[src/rtl/mem_refill_ctrl.sv]
// -----------------------------------------------------------------------------
// mem_refill_ctrl
//
// Memory-stage miss sequencer. Watches the data-cache tag compare for the
// instruction in MEM. On a miss it holds the MEM/WB register (pipe_adv low),
// fetches the whole cache line from main memory with a request/acknowledge
// handshake followed by a burst of valid words, streams those words into the
// cache data array, and releases the pipeline once the line is resident.
//
// Parameters:
//   LINE_WORDS  words per cache line (power of two, >= 2)
//   IDX_W       log2(LINE_WORDS), width of the word index
//
// Ports:
//   clk          controller clock, state updates on posedge
//   rstn         asynchronous active-low reset
//   mem_access   MEM-stage instruction is a load or store
//   cache_hit    tag compare matched for the MEM-stage address
//   miss_addr    byte address of the MEM-stage access
//   pipe_adv     advance enable to the MEM/WB register (sampled on negedge)
//   mem_req      line-fetch request, held until mem_ack
//   mem_addr     line-aligned fetch address (0 outside the request phase)
//   mem_ack      memory accepted the request
//   mem_rvalid   one refill word valid on mem_rdata
//   mem_rdata    refill data word
//   fill_we      write strobe to the cache data array
//   fill_idx     word index within the line for fill_we
//   fill_data    word to write (straight from mem_rdata)
//   fill_done    one-cycle pulse once the line is complete
//   busy         high whenever a refill is in progress
//   stall_cycles (only with STALL_CNT_EN) saturating count of stalled cycles
//
// Build option: define STALL_CNT_EN to add the stall_cycles output and its
// saturating counter. Without it the port and counter are absent.
// -----------------------------------------------------------------------------
module mem_refill_ctrl #(
    parameter int LINE_WORDS = 4,
    parameter int IDX_W      = 2
) (
    input  logic             clk,
    input  logic             rstn,
    input  logic             mem_access,
    input  logic             cache_hit,
    input  logic [31:0]      miss_addr,
    output logic             pipe_adv,
    output logic             mem_req,
    output logic [31:0]      mem_addr,
    input  logic             mem_ack,
    input  logic             mem_rvalid,
    input  logic [31:0]      mem_rdata,
    output logic             fill_we,
    output logic [IDX_W-1:0] fill_idx,
    output logic [31:0]      fill_data,
    output logic             fill_done,
`ifdef STALL_CNT_EN
    output logic [31:0]      stall_cycles,
`endif
    output logic             busy
);

    typedef enum logic [1:0] {
        ST_IDLE = 2'd0,
        ST_REQ  = 2'd1,
        ST_FILL = 2'd2,
        ST_DONE = 2'd3
    } state_t;

    // Byte-offset bits covered by one line (word index plus byte-in-word).
    localparam int               OFF_W    = IDX_W + 2;
    localparam logic [31:0]      OFF_MASK = 32'((64'd1 << OFF_W) - 64'd1);
    localparam logic [IDX_W-1:0] CNT_LAST = IDX_W'(LINE_WORDS - 1);

    state_t           state_q, state_d;
    logic [IDX_W-1:0] cnt_q,   cnt_d;
    logic [31:0]      line_q,  line_d;

    logic             miss_s;
    logic [31:0]      line_addr_s;

    assign miss_s      = mem_access && !cache_hit;
    assign line_addr_s = miss_addr & ~OFF_MASK;

    // The data path to the cache array is a direct pass-through; only the
    // strobe is qualified. The counter is 0 outside FILL (cleared on ack,
    // wraps to 0 on the last word), so fill_idx needs no extra gating.
    assign fill_idx  = cnt_q;
    assign fill_data = mem_rdata;

    // Next-state and output decode for the refill sequencer.
    always_comb begin
        state_d   = state_q;
        cnt_d     = cnt_q;
        line_d    = line_q;
        pipe_adv  = 1'b0;
        mem_req   = 1'b0;
        mem_addr  = 32'd0;
        fill_we   = 1'b0;
        fill_done = 1'b0;
        busy      = 1'b1;

        case (state_q)
            ST_IDLE: begin
                busy     = 1'b0;
                // Combinational so the stall reaches the MEM/WB register in
                // the same cycle the miss is seen.
                pipe_adv = !miss_s;
                if (miss_s) begin
                    line_d  = line_addr_s;
                    state_d = ST_REQ;
                end else begin
                    state_d = ST_IDLE;
                end
            end

            ST_REQ: begin
                mem_req  = 1'b1;
                mem_addr = line_q;
                // mem_rvalid is deliberately not looked at here, even in the
                // ack cycle: data only counts once we are in FILL.
                if (mem_ack) begin
                    cnt_d   = {IDX_W{1'b0}};
                    state_d = ST_FILL;
                end else begin
                    state_d = ST_REQ;
                end
            end

            ST_FILL: begin
                if (mem_rvalid) begin
                    fill_we = 1'b1;
                    cnt_d   = cnt_q + IDX_W'(1);
                    if (cnt_q == CNT_LAST) begin
                        state_d = ST_DONE;
                    end else begin
                        state_d = ST_FILL;
                    end
                end else begin
                    state_d = ST_FILL;
                end
            end

            ST_DONE: begin
                // A miss seen here is left for IDLE to pick up next cycle.
                fill_done = 1'b1;
                state_d   = ST_IDLE;
            end

            default: begin
                busy    = 1'b0;
                cnt_d   = {IDX_W{1'b0}};
                state_d = ST_IDLE;
            end
        endcase
    end

    // State, word counter and latched line address.
    always_ff @(posedge clk or negedge rstn) begin
        if (!rstn) begin
            state_q <= ST_IDLE;
            cnt_q   <= {IDX_W{1'b0}};
            line_q  <= 32'd0;
        end else begin
            state_q <= state_d;
            cnt_q   <= cnt_d;
            line_q  <= line_d;
        end
    end

`ifdef STALL_CNT_EN
    logic [31:0] stall_q, stall_d;

    assign stall_cycles = stall_q;

    // Saturating count of posedges at which the pipeline was held.
    always_comb begin
        if (!pipe_adv && (stall_q != 32'hFFFF_FFFF)) begin
            stall_d = stall_q + 32'd1;
        end else begin
            stall_d = stall_q;
        end
    end

    // Stall counter register.
    always_ff @(posedge clk or negedge rstn) begin
        if (!rstn) begin
            stall_q <= 32'd0;
        end else begin
            stall_q <= stall_d;
        end
    end
`endif

endmodule

[config.mk]
export PLATFORM = sky130hd
export DESIGN_NAME = mem_refill_ctrl
export DESIGN_NICKNAME = d
export VERILOG_FILES = /design/src/rtl/mem_refill_ctrl.sv
export SDC_FILE = /design/constraint.sdc
export NUM_CORES = 1
export LEC_CHECK = 0
export BUFFER_PORTS_ARGS = -buffer_cell sky130_fd_sc_hd__buf_2
export CORE_MARGIN = 3
export CORE_UTILIZATION = 30
export CTS_CLUSTER_SIZE = 14
export DETAILED_ROUTE_END_ITERATION = 6
export GPL_TIMING_DRIVEN = 0
export PLACE_DENSITY = 0.74
export SYNTH_ARGS = -nofsm -noshare
export SYNTH_HDL_FRONTEND = slang
export SYNTH_SLANG_ARGS = --single-unit
[constraint.sdc]
create_clock -name clk -period 4.6 [get_ports clk]
set_clock_uncertainty 0.2 [all_clocks]
set_input_delay 1.38 -clock clk [delete_from_list [all_inputs] [get_ports clk]]
set_output_delay 1.38 -clock clk [all_outputs]
set_load 0.005 [all_outputs]
=== Yosys cells after proc, flatten, opt, wreduce, memory -nomap -nowiden ===
Index checks and enable logic that the tools add are counted.

* Bits of input ports: 70
* Output and inout bits: 71
* Bits in registers: 32
* Word-level logic and storage cells: 32

* Add/subtract/negate cells: 1
* Multiplexer cells: 15
* Reductions and logical operators: 7
* Equality and inequality tests: 6

{| class="wikitable"
|+ Operators by type and width
! cell !! number
|-
| 32-bit 2-to-1 mux || 1
|-
| 1-bit 2-to-1 mux || 8
|-
| 2-bit 2-to-1 mux || 4
|-
| 2-bit case mux with 4 select lines || 1
|-
| 2-bit equality test, second input constant || 3
|-
| 2-bit inequality test, second input constant || 2
|-
| 2-bit case mux with 2 select lines || 1
|-
| 3-bit AND reduction || 1
|-
| 2-bit by 1-bit adder with 2-bit output, second input constant || 1
|-
| 2-bit by 1-bit equality test with 1-bit output, second input constant || 1
|-
| 1-bit logical NOT || 2
|-
| 2-bit logical NOT || 1
|-
| 2-bit AND reduction || 1
|-
| 2-bit nonzero test || 1
|-
| 1-bit logical AND || 1
|}

=== Longest topological paths before layout ===
Gate-level depths: netlist of the first run.

* Word-level depth: 4
* Gate-level depth with buffers: 5

=== Least setup slack after synthesis of the first run ===
OpenSTA, ideal clock, no wires.

* Path type: input port to output port
* Start: in mem_rvalid
* End: out fill_we
* Data arrival time: 1.573 ns
* Path slack: 1.447 ns
* Cell stages on the path: 1
* Cells stage by stage: and3b_1

* Cells in the longest elaborated chain, start to end: 2

{| class="wikitable"
|+ RTL lines
! item !! RTL line !! source
|-
| from (decl) || 49 || <nowiki>input logic mem_rvalid,</nowiki>
|-
| 1-bit 2-to-1 mux || 129 || <nowiki>if (mem_rvalid) begin</nowiki>
|-
| 1-bit 2-to-1 mux || 101 || <nowiki>case (state_q)</nowiki>
|-
| to (decl) || 51 || <nowiki>output logic fill_we,</nowiki>
|}

Every way passes these cells.

=== Worst setup path after layout of the first run ===
Same ends and word-level chain as after synthesis.

==> run_results.csv, run 1 <==
group,metric,value,unit
power_and_ir_drop,seqPwrFrac,41.1,%
timing,slew_viol_final,0,
critical_path,cp_slowest_cell,"and3b_1",
power_and_ir_drop,switching_share,27.9,%
power_and_ir_drop,power_density,480,nW/um^2
yosys,netlist_area,1790,sq um
yosys,ys_seq_area_share,44.8,%
critical_path,worstPathCellList,"buf_2, and3b_1, buf_2",
clock_network,cts-htree-levels,2,
timing,hold_viol,0,
floorplan,rows,27,
hold_path,min_path_type,"flop to flop",
clock_network,cts_tree,"yes",
clock_network,clock_path_buffers,2,
drt,drc,0,
yosys,netlist_instances,151,
timing,maxSlewHeadroom,53.3,%
yosys,avgSynthCellArea,11.8,sq um
yosys,synth_cell_types,22,
global_routing,grt_usage,10.9,%
drt,drt-total-wl,3.73,mm
finish,ff_latch_area,801,sq um
finish,area_delta_synth_final,39.9,%
timing,final.min_clock_period,3.40,ns
floorplan,ios,141,
critical_path,end_kind,"output port",
timing,setup_tns,0,ns
place,hpwl,3.03,mm
power_and_ir_drop,vdd_drop_max,217,uV
drt,dr.pass1.iters,3,
clock_network,cts_hold_buf,0,
yosys,synth_top_area_share,44.8,%
critical_path,crit_type,"primary input to output port",
critical_path,startpoint,"mem_rvalid",
global_routing,antenna_found_initial,0,
critical_path,max_stage_delay,0.22,ns
drt,antenna_left,0,
critical_path,critPathLaunchType,"primary input",
clock_network,cts_buffers,5,
timing,setup_slack,1.20,ns
hold_path,min_from,"line_q[11]$_DFFE_PN0P_",
power_and_ir_drop,p_int,865,uW
critical_path,path_common_cell,"buf_2",
timing,max_freq,0.294,GHz
drt,initialDrtViolationCount,12,
run_status,status,"finished, final reports clean",
clock_network,clock_latency,0.27,ns
timing,rsz0062_at_grt,"no",
power_and_ir_drop,clkPwrFrac,21.8,%
finish,multi_input_area,672,sq um
floorplan,start_util,31.7,%
place,io_buffers,100,
floorplan,core,5640,sq um
drt,wl_per_cell,11.2,um
place,dp_slack,1.21,ns
critical_path,critPathMaxFanout,4,
timing,period_share,73.9,%
timing,tightest_slew,0.701,ns
power_and_ir_drop,leakagePower,0.00137,uW
job,max_cap_violations,0,
floorplan,die_w,83.2,um
global_routing,grt_pass1_vias,1320,
finish,nNetsFinal,332,
clock_network,post_cts_resized,0,
timing,finalSetupViolCount,0,
critical_path,cp.arrival,1.82,ns
clock_network,cts_setup_buffers,0,
finish,num_antenna_cells,0,
yosys,synth.area.top_cells,"dfrtp_1, buf_4, mux2_2, and2_1, mux2_4",
global_routing,grt_max_degree,33,
yosys,yosys.area.top_type,"dfrtp_1",
finish,layout-drive-gt1-share,67.6,%
yosys,ys_warn_count,0,
floorplan,die_height,83.2,um
yosys,ys_seq_elements,32,
clock_network,cts_sinks,32,
clock_network,cts.reportedPaths.clkPinSlew,0.06,ns
critical_path,required,3.02,ns
critical_path,worst-path-buf-inv,2,
drt,via_per_inst,4.09,
floorplan,dieArea,6930,sq um
place,gp_congestion,0.724,
power_and_ir_drop,p_sw,335,uW
power_and_ir_drop,pwr-share-comb,37.1,%
finish,fill_cells,550,
clock_network,cts-root-buf,"clkbuf_8",
global_routing,overflow,0,
global_routing,grt_pass1_wl,6.14,mm
critical_path,cpLargestDelayFamily,"buffers and inverters",
drt,vias,1365,
==> metrics by stage <==
step           hold slack (ns)  util (%)  total power [uW]  instances  instance area [sq um]
5_1_grt                  0.307      44.4              1300        334                   2500
4_1_cts                  0.303      44.4              1230        334                   2500
3_5_place_dp             0.287      42.4               957        326                   2390
2_1_floorplan            0.272         -               792        154                   1800
3_3_place_gp             0.280      42.4               941        326                   2390
6_report                 0.297      44.4              1200        334                   2500
==> kinds of logic (layout without fill, tap and decap cells) <==
group | Yosys count | after routing | synth area share, %
muxes | 29 | 29 | 20.1
buffers and inverters | 44 | 152 | 18.3
other | 1 | 4 | 0.210
DFF | 32 | 32 | 44.8
adders and majority gates | 1 | 1 | 0.699
and+or+nand+nor | 39 | 39 | 14.1
AOI/OAI and AO/OA | 5 | 5 | 1.82
==> registers in the layout, summed over array words and instances, names as in the netlist, named ones only <==
register / flops
fill_idx: 2
state_q: 1
line_q: 28
==> power groups by stage <==
stage,Clock (uW),Sequential (uW),Combinational [uW]
6_report,262,493,445
5_1_grt,290,516,494
4_1_cts,276,495,458
3_5_place_dp,0,497,460
3_3_place_gp,0,494,446
2_1_floorplan,0,477,314
==> path summary, 6_finish.rpt <==
check                                    endpoint  slack (ns)  cells past startpoint
hold / removal             line_q[11]$_DFFE_PN0P_        0.30                      1
setup reg to reg           line_q[28]$_DFFE_PN0P_        2.69                      5
setup / recovery                          fill_we        1.20                      3
hold reg to reg            line_q[11]$_DFFE_PN0P_        0.30                      1
min in group asynchronous   line_q[8]$_DFFE_PN0P_        0.95                      1
max in group asynchronous  line_q[22]$_DFFE_PN0P_        2.80                      1
==> cells in the mapped netlist <==
cell type and instances:
buf_4 37, nand2_1 1, ha_1 1, and2_1 29, or2_4 1, clkbuf_1 3
nor3b_4 1, buf_6 1, conb_1 1, mux2i_1 1, nor2b_1 3, inv_1 2
dfrtp_1 32, mux2_2 19, nor3_1 1, and3b_1 1, mux2_4 9, nor2_1 2
a221o_1 1, a21oi_1 3, a211oi_1 1, buf_12 1
==> layout by cell type, fill, tap and decap left out <==
| cell | instances |
|---|---|
| buf_2 | 100 |
| buf_4 | 37 |
| dfrtp_1 | 32 |
| and2_1 | 29 |
| mux2_2 | 19 |
| mux2_4 | 9 |
| clkbuf_8 | 5 |
| conb_1 | 4 |
| nor2b_1 | 3 |
| clkbuf_1 | 3 |
| a21oi_1 | 3 |
| inv_1 | 2 |
| nor2_1 | 2 |
| or2_4 | 1 |
| and3b_1 | 1 |
| nor3b_4 | 1 |
| buf_6 | 1 |
| buf_12 | 1 |
| a221o_1 | 1 |
| nand2_1 | 1 |
| a211oi_1 | 1 |
| mux2i_1 | 1 |
| nor3_1 | 1 |
| ha_1 | 1 |
| clkinvlp_4 | 1 |
| clkinv_2 | 1 |
| bufinv_16 | 1 |
==> worst reg2reg max path: stages, from the launching register on <==
cell     delay, ns
dfrtp_1       0.45
or2_4         0.29
nor3b_4       0.20
buf_6         0.20
buf_12        0.16
mux2_4        0.30
==> final cells by class <==
| class | count | area share, % |
|---|---|---|
| clock inverter | 3 | 1.70 |
| clock buffer | 5 | 2.75 |
| timing repair buffer | 100 | 20.0 |
| multi-input combinational | 78 | 26.8 |
| inverter | 2 | 0.300 |
| buffer | 42 | 12.8 |
| sequential | 32 | 32.0 |
| tap | 72 | 3.60 |
==> per-layer routing <==
| layer | GRT usage, % | share of wire (%) | wire length [um] |
|---|---|---|---|
| met1 | 11.9 | 39 | 1440 |
| met2 | 19.0 | 48 | 1800 |
| met3 | 5.26 | 13 | 479 |
| met4 | 2.67 | 0.24 | 9 |
| met5 | 0 | 0 | 0 |
Note: power is estimated with default switching activity, not from simulation.
==> inputs of run 2 (changes only) <==
--- a/config.mk
+++ b/config.mk
@@ -11,7 +11,7 @@
 export CTS_CLUSTER_SIZE = 14
 export DETAILED_ROUTE_END_ITERATION = 6
 export GPL_TIMING_DRIVEN = 0
-export PLACE_DENSITY = 0.74
+export PLACE_DENSITY = 0.76
 export SYNTH_ARGS = -nofsm -noshare
 export SYNTH_HDL_FRONTEND = slang
 export SYNTH_SLANG_ARGS = --single-unit
==> constraint.sdc (replaced) <==
create_clock -name clk -period 3 [get_ports clk]
set_clock_uncertainty 0.2 [all_clocks]
set_input_delay 0.9 -clock clk [delete_from_list [all_inputs] [get_ports clk]]
set_output_delay 0.9 -clock clk [all_outputs]
set_load 0.005 [all_outputs]
==> run_results.csv, run 2 (synthesis results as in run 1) <==
group,metric,value,unit
power_and_ir_drop,power.total,1790,uW
power_and_ir_drop,power_density,721,nW/um^2
critical_path,end_kind,"output port",
critical_path,crit_type,"flop to output port",
drt,drt-total-wl,3.93,mm
finish,largest_reg_flops,28,
place,io_buffers,100,
finish,regMostFlops,"line_q",
finish,area_delta_synth_final,39.0,%
job,max_cap_violations,0,
place,gp_congestion,0.717,
critical_path,required,1.90,ns
clock_network,cts_sinks,32,
finish,fin_cells,333,
finish,mostFrequentLayoutCell,"buf_2",
timing,worst_hold_slack,0.296,ns
power_and_ir_drop,vdd_drop_max,312,uV
floorplan,die_height,83.2,um
drt,antenna_left,0,
floorplan,rows,27,
clock_network,cts_buffers,5,
floorplan,dieArea,6930,sq um
drt,vias,1366,
floorplan,start_util,31.7,%
timing,tightest_slew,0.723,ns
timing,period_share,90.3,%
clock_network,clock_path_buffers,2,
floorplan,die_w,83.2,um
clock_network,cts_hold_buf,0,
timing,setup_tns,0,ns
timing,rsz0062_at_grt,"no",
timing,maxSlewHeadroom,51.8,%
finish,num_antenna_cells,0,
critical_path,cp.arrival,1.61,ns
timing,finalSetupViolCount,0,
timing,slew_viol_final,0,
global_routing,grt_usage,11.2,%
finish,layout-drive-gt1-share,67.4,%
global_routing,grt_pass1_vias,1308,
global_routing,grt_pass1_wl,6.22,mm
timing,final.min_clock_period,2.71,ns
power_and_ir_drop,leakagePower,0.00137,uW
clock_network,cts_tree,"yes",
timing,hold_viol,0,
drt,initialDrtViolationCount,16,
clock_network,clock_latency,0.27,ns
place,dp.cells,326,
clock_network,cts-htree-levels,2,
drt,dr.pass1.iters,4,
clock_network,cts-root-buf,"clkbuf_8",
critical_path,critPathMaxFanout,10,
place,hpwl,3.10,mm
drt,via_per_inst,4.10,
drt,drc,0,
clock_network,cts_setup_buffers,0,
run_status,status,"finished, final reports clean",
clock_network,cts.reportedPaths.clkPinSlew,0.07,ns
global_routing,antenna_found_initial,0,
critical_path,critPathLaunchType,"flop",
finish,fill_cells,528,
finish,ff_latch_area,801,sq um
drt,wl_per_cell,11.8,um
clock_network,post_cts_resized,0,
floorplan,core,5640,sq um
timing,max_freq,0.369,GHz
global_routing,grt_max_degree,33,
finish,multi_input_area,672,sq um
floorplan,ios,141,
hold_path,min_path_type,"flop to flop",
finish,nNetsFinal,332,
finish,layout_common_cells,"buf_2, buf_4, dfrtp_1",
global_routing,overflow,0,
==> run 2: cell count changes in the layout (fill, tap and decap cells not counted), sizes merged <==
cell | previous run | this run
bufinv | 1 | 0
clkbuf | 8 | 10
clkinv | 1 | 0
clkinvlp | 1 | 0
==> run 2: per-layer routing <==
metal / global-route usage, % / vias up / part of all wire [%]
li1: - / 670 / -
met1: 12.0 / 613 / 37
met2: 19.2 / 81 / 50
met3: 5.95 / 2 / 13
met4: 2.67 / 0 / 0.20
met5: 0 / - / 0
==> run 2: layout make-up <==
class	instances	share of cell area [%]
flip-flops and latches	32	32.2
clock buffers	7	3.87
well taps	72	3.62
inverters	2	0.302
plain buffers	42	12.9
repair buffers	100	20.1
multi-input cells	78	27.0
==> run 2: final timing paths <==
kind	startpoint	cells after the start	slack [ns]	endpoint
min in group asynchronous	rstn	1	0.48	line_q[29]$_DFFE_PN0P_
setup / recovery	state_q[0]$_DFF_PN0_	4	0.29	mem_addr[25]
hold / removal	line_q[13]$_DFFE_PN0P_	1	0.30	line_q[13]$_DFFE_PN0P_
max in group asynchronous	rstn	1	1.65	line_q[17]$_DFFE_PN0P_
hold reg to reg	line_q[13]$_DFFE_PN0P_	1	0.30	line_q[13]$_DFFE_PN0P_
setup reg to reg	flop	5	1.07	line_q[24]$_DFFE_PN0P_
==> run 2: through the flow <==
step	area (sq um)	util, %	setup WS, ns
finish	2490	44.1	0.290
global placement	2390	42.4	0.545
detailed placement	2390	42.4	0.527
global route	2490	44.1	0.0382
CTS	2490	44.1	0.203
floorplan	1800	-	0.807
==> run 2: power by group <==
group | internal [uW] | switching [uW] | total [uW]
logic | 436 | 248 | 684
registers | 645 | 113 | 759
clock network | 204 | 146 | 351
total | 1290 | 508 | 1790
==> run 2: critical path, cell delays in order, from the launching register on <==
cell	delay [ns]
dfrtp_1	0.44
nor2b_1	0.25
clkbuf_1	0.35
and2_1	0.19
buf_2	0.11
